$ cat src/rtl/fwd_sel_gen.sv
// Forwarding-select generator: shadows in-flight destinations, registers the
// EX operand-mux selects at the ID->EX edge and raises a load-use stall.
//
// Ports:
//   clk, rst_n            rising-edge clock, async active-low reset
//   id_valid              ID holds a real instruction
//   id_rs1, id_rs2        ID source registers (rs2=0 when unused)
//   id_rd                 ID destination register
//   id_reg_write          ID instruction writes rd
//   id_mem_read           ID instruction is a load
//   flush                 kill the ID instruction (taken branch in EX)
//   fwd_a, fwd_b          operand mux selects: 00 RF, 01 MEM/WB, 10 EX/MEM
//   stall                 load-use hazard, combinational
//   stall_cnt             saturating count of stall cycles
module fwd_sel_gen #(
  parameter int REG_ADDR_W = 5,
  parameter int CNT_W      = 16
) (
  input  logic                  clk,
  input  logic                  rst_n,
  input  logic                  id_valid,
  input  logic [REG_ADDR_W-1:0] id_rs1,
  input  logic [REG_ADDR_W-1:0] id_rs2,
  input  logic [REG_ADDR_W-1:0] id_rd,
  input  logic                  id_reg_write,
  input  logic                  id_mem_read,
  input  logic                  flush,
  output logic [1:0]            fwd_a,
  output logic [1:0]            fwd_b,
  output logic                  stall,
  output logic [CNT_W-1:0]      stall_cnt
);

  typedef struct packed {
    logic [REG_ADDR_W-1:0] rd;
    logic                  wr;
    logic                  ld;
  } shd_t;

  localparam shd_t BUBBLE = '0;

  localparam logic [1:0] SEL_RF  = 2'b00;
  localparam logic [1:0] SEL_WB  = 2'b01;
  localparam logic [1:0] SEL_MEM = 2'b10;

  // s1 = ID/EX, s2 = EX/MEM, s3 = MEM/WB
  shd_t s1_q, s1_d;
  shd_t s2_q;
  shd_t s3_q;

  logic [1:0]       fwd_a_q, fwd_a_d;
  logic [1:0]       fwd_b_q, fwd_b_d;
  logic [CNT_W-1:0] cnt_q, cnt_d;
  logic             stall_w;

  function automatic logic hit(
    input shd_t                  s,
    input logic [REG_ADDR_W-1:0] r
  );
    return s.wr && (s.rd != '0) && (s.rd == r);
  endfunction

  // Decided at the ID->EX edge: an s1 producer will then sit in MEM,
  // an s2 producer in WB. The nearer one holds the newer value.
  function automatic logic [1:0] sel(
    input shd_t                  a,
    input shd_t                  b,
    input logic [REG_ADDR_W-1:0] r
  );
    if (hit(a, r))      return SEL_MEM;
    else if (hit(b, r)) return SEL_WB;
    else                return SEL_RF;
  endfunction

  assign stall_w = id_valid && !flush && s1_q.ld &&
                   (hit(s1_q, id_rs1) || hit(s1_q, id_rs2));

  always_comb begin
    s1_d    = BUBBLE;
    fwd_a_d = SEL_RF;
    fwd_b_d = SEL_RF;
    cnt_d   = cnt_q;
    if (flush) begin
      s1_d = BUBBLE;
    end else if (stall_w) begin
      // ID instruction is held; next cycle the load is in s2 -> 01
      if (!(&cnt_q)) cnt_d = cnt_q + 1'b1;
    end else if (!id_valid) begin
      s1_d = BUBBLE;
    end else begin
      s1_d    = '{rd: id_rd, wr: id_reg_write, ld: id_mem_read};
      fwd_a_d = sel(s1_q, s2_q, id_rs1);
      fwd_b_d = sel(s1_q, s2_q, id_rs2);
    end
  end

  always_ff @(posedge clk or negedge rst_n) begin
    if (!rst_n) begin
      s1_q    <= BUBBLE;
      s2_q    <= BUBBLE;
      s3_q    <= BUBBLE;
      fwd_a_q <= SEL_RF;
      fwd_b_q <= SEL_RF;
      cnt_q   <= '0;
    end else begin
      s3_q    <= s2_q;
      s2_q    <= s1_q;
      s1_q    <= s1_d;
      fwd_a_q <= fwd_a_d;
      fwd_b_q <= fwd_b_d;
      cnt_q   <= cnt_d;
    end
  end

  assign fwd_a     = fwd_a_q;
  assign fwd_b     = fwd_b_q;
  assign stall     = stall_w;
  assign stall_cnt = cnt_q;

  // The MEM/WB shadow has already reached the register file by the time
  // a consumer reads it, so it never selects a bypass.
  logic unused_s3;
  assign unused_s3 = ^s3_q;

endmodule

$ cat config.mk
export PLATFORM = sky130hd
export DESIGN_NAME = fwd_sel_gen
export DESIGN_NICKNAME = d
export VERILOG_FILES = /design/src/rtl/fwd_sel_gen.sv
export SDC_FILE = /design/constraint.sdc
export NUM_CORES = 1
export LEC_CHECK = 0
export ABC_AREA = 1
export ABC_CLOCK_PERIOD_IN_PS = 4400
export CAP_MARGIN = 10
export CORE_UTILIZATION = 29
export CTS_CLUSTER_DIAMETER = 100
export DETAILED_ROUTE_END_ITERATION = 12
export DONT_BUFFER_PORTS = 1
export GPL_ROUTABILITY_DRIVEN = 1
export GPL_TIMING_DRIVEN = 0
export PLACE_DENSITY = 0.47
export SLEW_MARGIN = 10
export SYNTH_ARGS = -nofsm -noshare
export SYNTH_HDL_FRONTEND = slang
export SYNTH_SLANG_ARGS = --single-unit
$ cat constraint.sdc
create_clock -name clk -period 4.4 [get_ports clk]
set_clock_uncertainty 0.15 [all_clocks]
set_input_delay 0.66 -clock clk [delete_from_list [all_inputs] [get_ports clk]]
set_output_delay 0.66 -clock clk [all_outputs]
set_load 0.005 [all_outputs]
==> run metrics <==
H-tree depth 2; most frequent cells in the layout nand2_1, nor2_1, dfrtp_1, nand4_1, inv_1; Pins Over Slew Limit 0; DRT Pass-1 Iters 8; pin count of the biggest net entering global routing 34; Logic pwr share 6.6%; Clock power frac 42.0%; leakage power 1.06 nW; Antenna diodes 0; Psw 0.000143 W; Final TNS setup 0 ns; min-delay worst type in -> async; period utilisation layout 56.7%; total gr overflow 0; Skew-Pair Late Insertion Delay 0.28 ns; Critical Path End Type output pin; Root Buffer clkbuf_8; CTS Sinks 33; Crit path required time 3.59 ns; Seq/Total Area, Yosys 42.5%; routed len/inst 14.1 um; row cnt 29; Distinct cells, synth 26; Die Ht 83.9 um; leading cell type in the layout, fill and taps excluded nand2_1; Post-Syn Instances 248; drt drc 4; fmax 401 MHz; CTS tree done; crit path DAT 1.68 ns; total power 0.000609 W; number of max-cap violations 0; Synth Warn # 0; Syn Area/Cell 7.84 sq um; Starting Density 30.3%; Worst path slowest cell dfrtp_1; kind of cell adding the most delay to the critical path simple AND/OR/NAND/NOR gates; max_slew headroom 69.2%; Tightest Pin Transition 0.462 ns; fill cell count 684; Clk pin slew, worst setup/hold paths 0.07 ns; die area 0.00704 sq mm; number of vias per cell 4.58; crit path cell chain xnor2_1 > nand2_1 > nor2_1 > nand3_2 > nand2_2 > buf_6 > nand2_4 > inv_1; P_int 0.000466 W; violated checks DRC; slowest stage delay, CP 0.43 ns; status finished, violations left; proportion of layout cells with a drive suffix above 1 11.7%; final hold vios 0; post_cts resized 0; Final Setup Violations 0; flops & latches, synth 33; Buf/Inv on CP 2; sequential share of power 51.4%; VDD IR max 0.123 mV; minimum clock period after layout 2.49 ns; Reg area 826 sq um; area of the multi-input gates 990 sq um; Die Wd 83.9 um; final wirelength 4.71 mm; initial DRC count 61; area growth from synthesis to layout 11.2%; mapped cell area 0.00194 sq mm; core area 0.00642 sq mm; Final Net Count 278; critical path class reg -> out; CTS Buffer Depth 2; All-Layer GR Usage 14.5%; total CTS buffers 5; PD cells 282 mW/mm^2; initial antenna violation count 0; vias 1531; IO Count 42; Final ANT Viol Nets 0; switching share of power 23.5%; IO Port Bufs 0; first-pass GRT wire length 7.93 mm; vias in the first global route 1582; RePlAce Congestion 0.803; CP max FO 10; HPWL Detailed 3.49 mm; Startpoint Class register; syn_nets 270; RSZ-0062 raised after global routing no
==> metal layers <==
metal | track usage [%] | part of all wire (%) | up-vias
met5 | 0 | 0 | -
met4 | 4.23 | 1.3 | 0
met3 | 3.56 | 4.4 | 6
met2 | 22.1 | 44 | 26
met1 | 20.2 | 50 | 696
li1 | - | - | 803
==> through the flow <==
stage	std cells	utilization (%)	hold WS (ns)	instance area (sq um)	worst slack, ns
floorplan	248	-	0.204	1940	2.17
global placement	325	31.8	0.216	2040	2.01
detailed placement	325	31.8	0.217	2040	1.99
CTS	334	33.7	0.0503	2160	1.89
global route	334	33.7	0.0586	2160	1.74
finish	334	33.7	0.0561	2160	1.91
==> worst reg2reg max path, cell delays in order, from the launching register on <==
cell and delay, ns:
dfrtp_1 0.48, ha_1 0.29, inv_1 0.08, nor2_2 0.05
nand2_2 0.12, nor2_4 0.06, nor2_4 0.19, buf_2 0.27
nand4_1 0.13, nand2_1 0.08
==> final cells by class <==
type                       instances  share of cell area, %
inverter                          18                   3.13
multi-input combinational        190                   45.8
timing repair buffer               1                  0.926
buffer                             7                   2.84
tap                               77                   4.46
clock buffer                       7                   4.46
sequential                        33                   38.2
clock inverter                     1                  0.231
==> power groups by stage <==
| stage | clock (W) | sequential (W) | combinational (W) |
|---|---|---|---|
| after floorplan | 0 | 0.000318 | 0.0000272 |
| after detailed placement | 0 | 0.000319 | 0.0000327 |
| after global routing | 0.000276 | 0.000314 | 0.0000466 |
| after CTS | 0.000267 | 0.000313 | 0.0000414 |
| final | 0.000256 | 0.000313 | 0.0000401 |
| after global placement | 0 | 0.000319 | 0.0000324 |
==> cells by family after synthesis <==
| kind of cell | count (synthesis) | share of synthesized area [%] |
|---|---|---|
| simple gates | 158 | 37.5 |
| buf+inv | 25 | 6.63 |
| fa+ha+maj | 1 | 0.643 |
| compound gates | 6 | 1.54 |
| flops | 33 | 42.5 |
| xor+xnor | 25 | 11.3 |
==> synthesized netlist by cell type <==
master / count / area [sq um]
clkbuf_1: 1 / 3.75
nand4_1: 18 / 113
xor2_1: 15 / 131
buf_4: 2 / 15.0
a21oi_1: 3 / 15.0
nand3_2: 2 / 20.0
o21ai_0: 3 / 15.0
or2_2: 3 / 18.8
nor2_4: 2 / 22.5
nand3_4: 1 / 17.5
buf_2: 1 / 5.00
nand3b_1: 1 / 7.51
inv_1: 17 / 63.8
nand2_4: 1 / 11.3
ha_1: 1 / 12.5
nor3_1: 3 / 15.0
nor2_2: 3 / 18.8
nor2_1: 35 / 131
nand3_1: 11 / 55.1
inv_2: 1 / 3.75
xnor2_1: 10 / 87.6
buf_8: 1 / 15.0
nand2_1: 76 / 285
nand2_2: 2 / 12.5
buf_6: 2 / 22.5
dfrtp_1: 33 / 826
==> path summary, 6_finish.rpt <==
kind	endpoint	slack [ns]	cells past startpoint	startpoint
setup / recovery	stall	1.91	8	s1_q[3]
hold / removal	stall_cnt[1]	0.06	1	rst_n
setup reg to reg	stall_cnt[14]	2.46	9	stall_cnt[0]
hold reg to reg	s2_q[1]	0.23	0	s1_q[1]
max in group asynchronous	stall_cnt[0]	3.87	1	rst_n
min in group clk	s2_q[1]	0.23	0	s1_q[1]
==> timing repair <==
| action | in CTS | in global routing |
|---|---|---|
| hold endpoints to repair | 33 | 0 |
| hold buffers | 1 | 0 |
| buffers inserted | 0 | 0 |
==> flip-flops by register name, summed over array words and instances (netlist names) <==
signal,cells
s2_q,6
fwd_a,2
fwd_b,2
stall_cnt,16
s1_q,7
(Power assumes the default switching activity.)
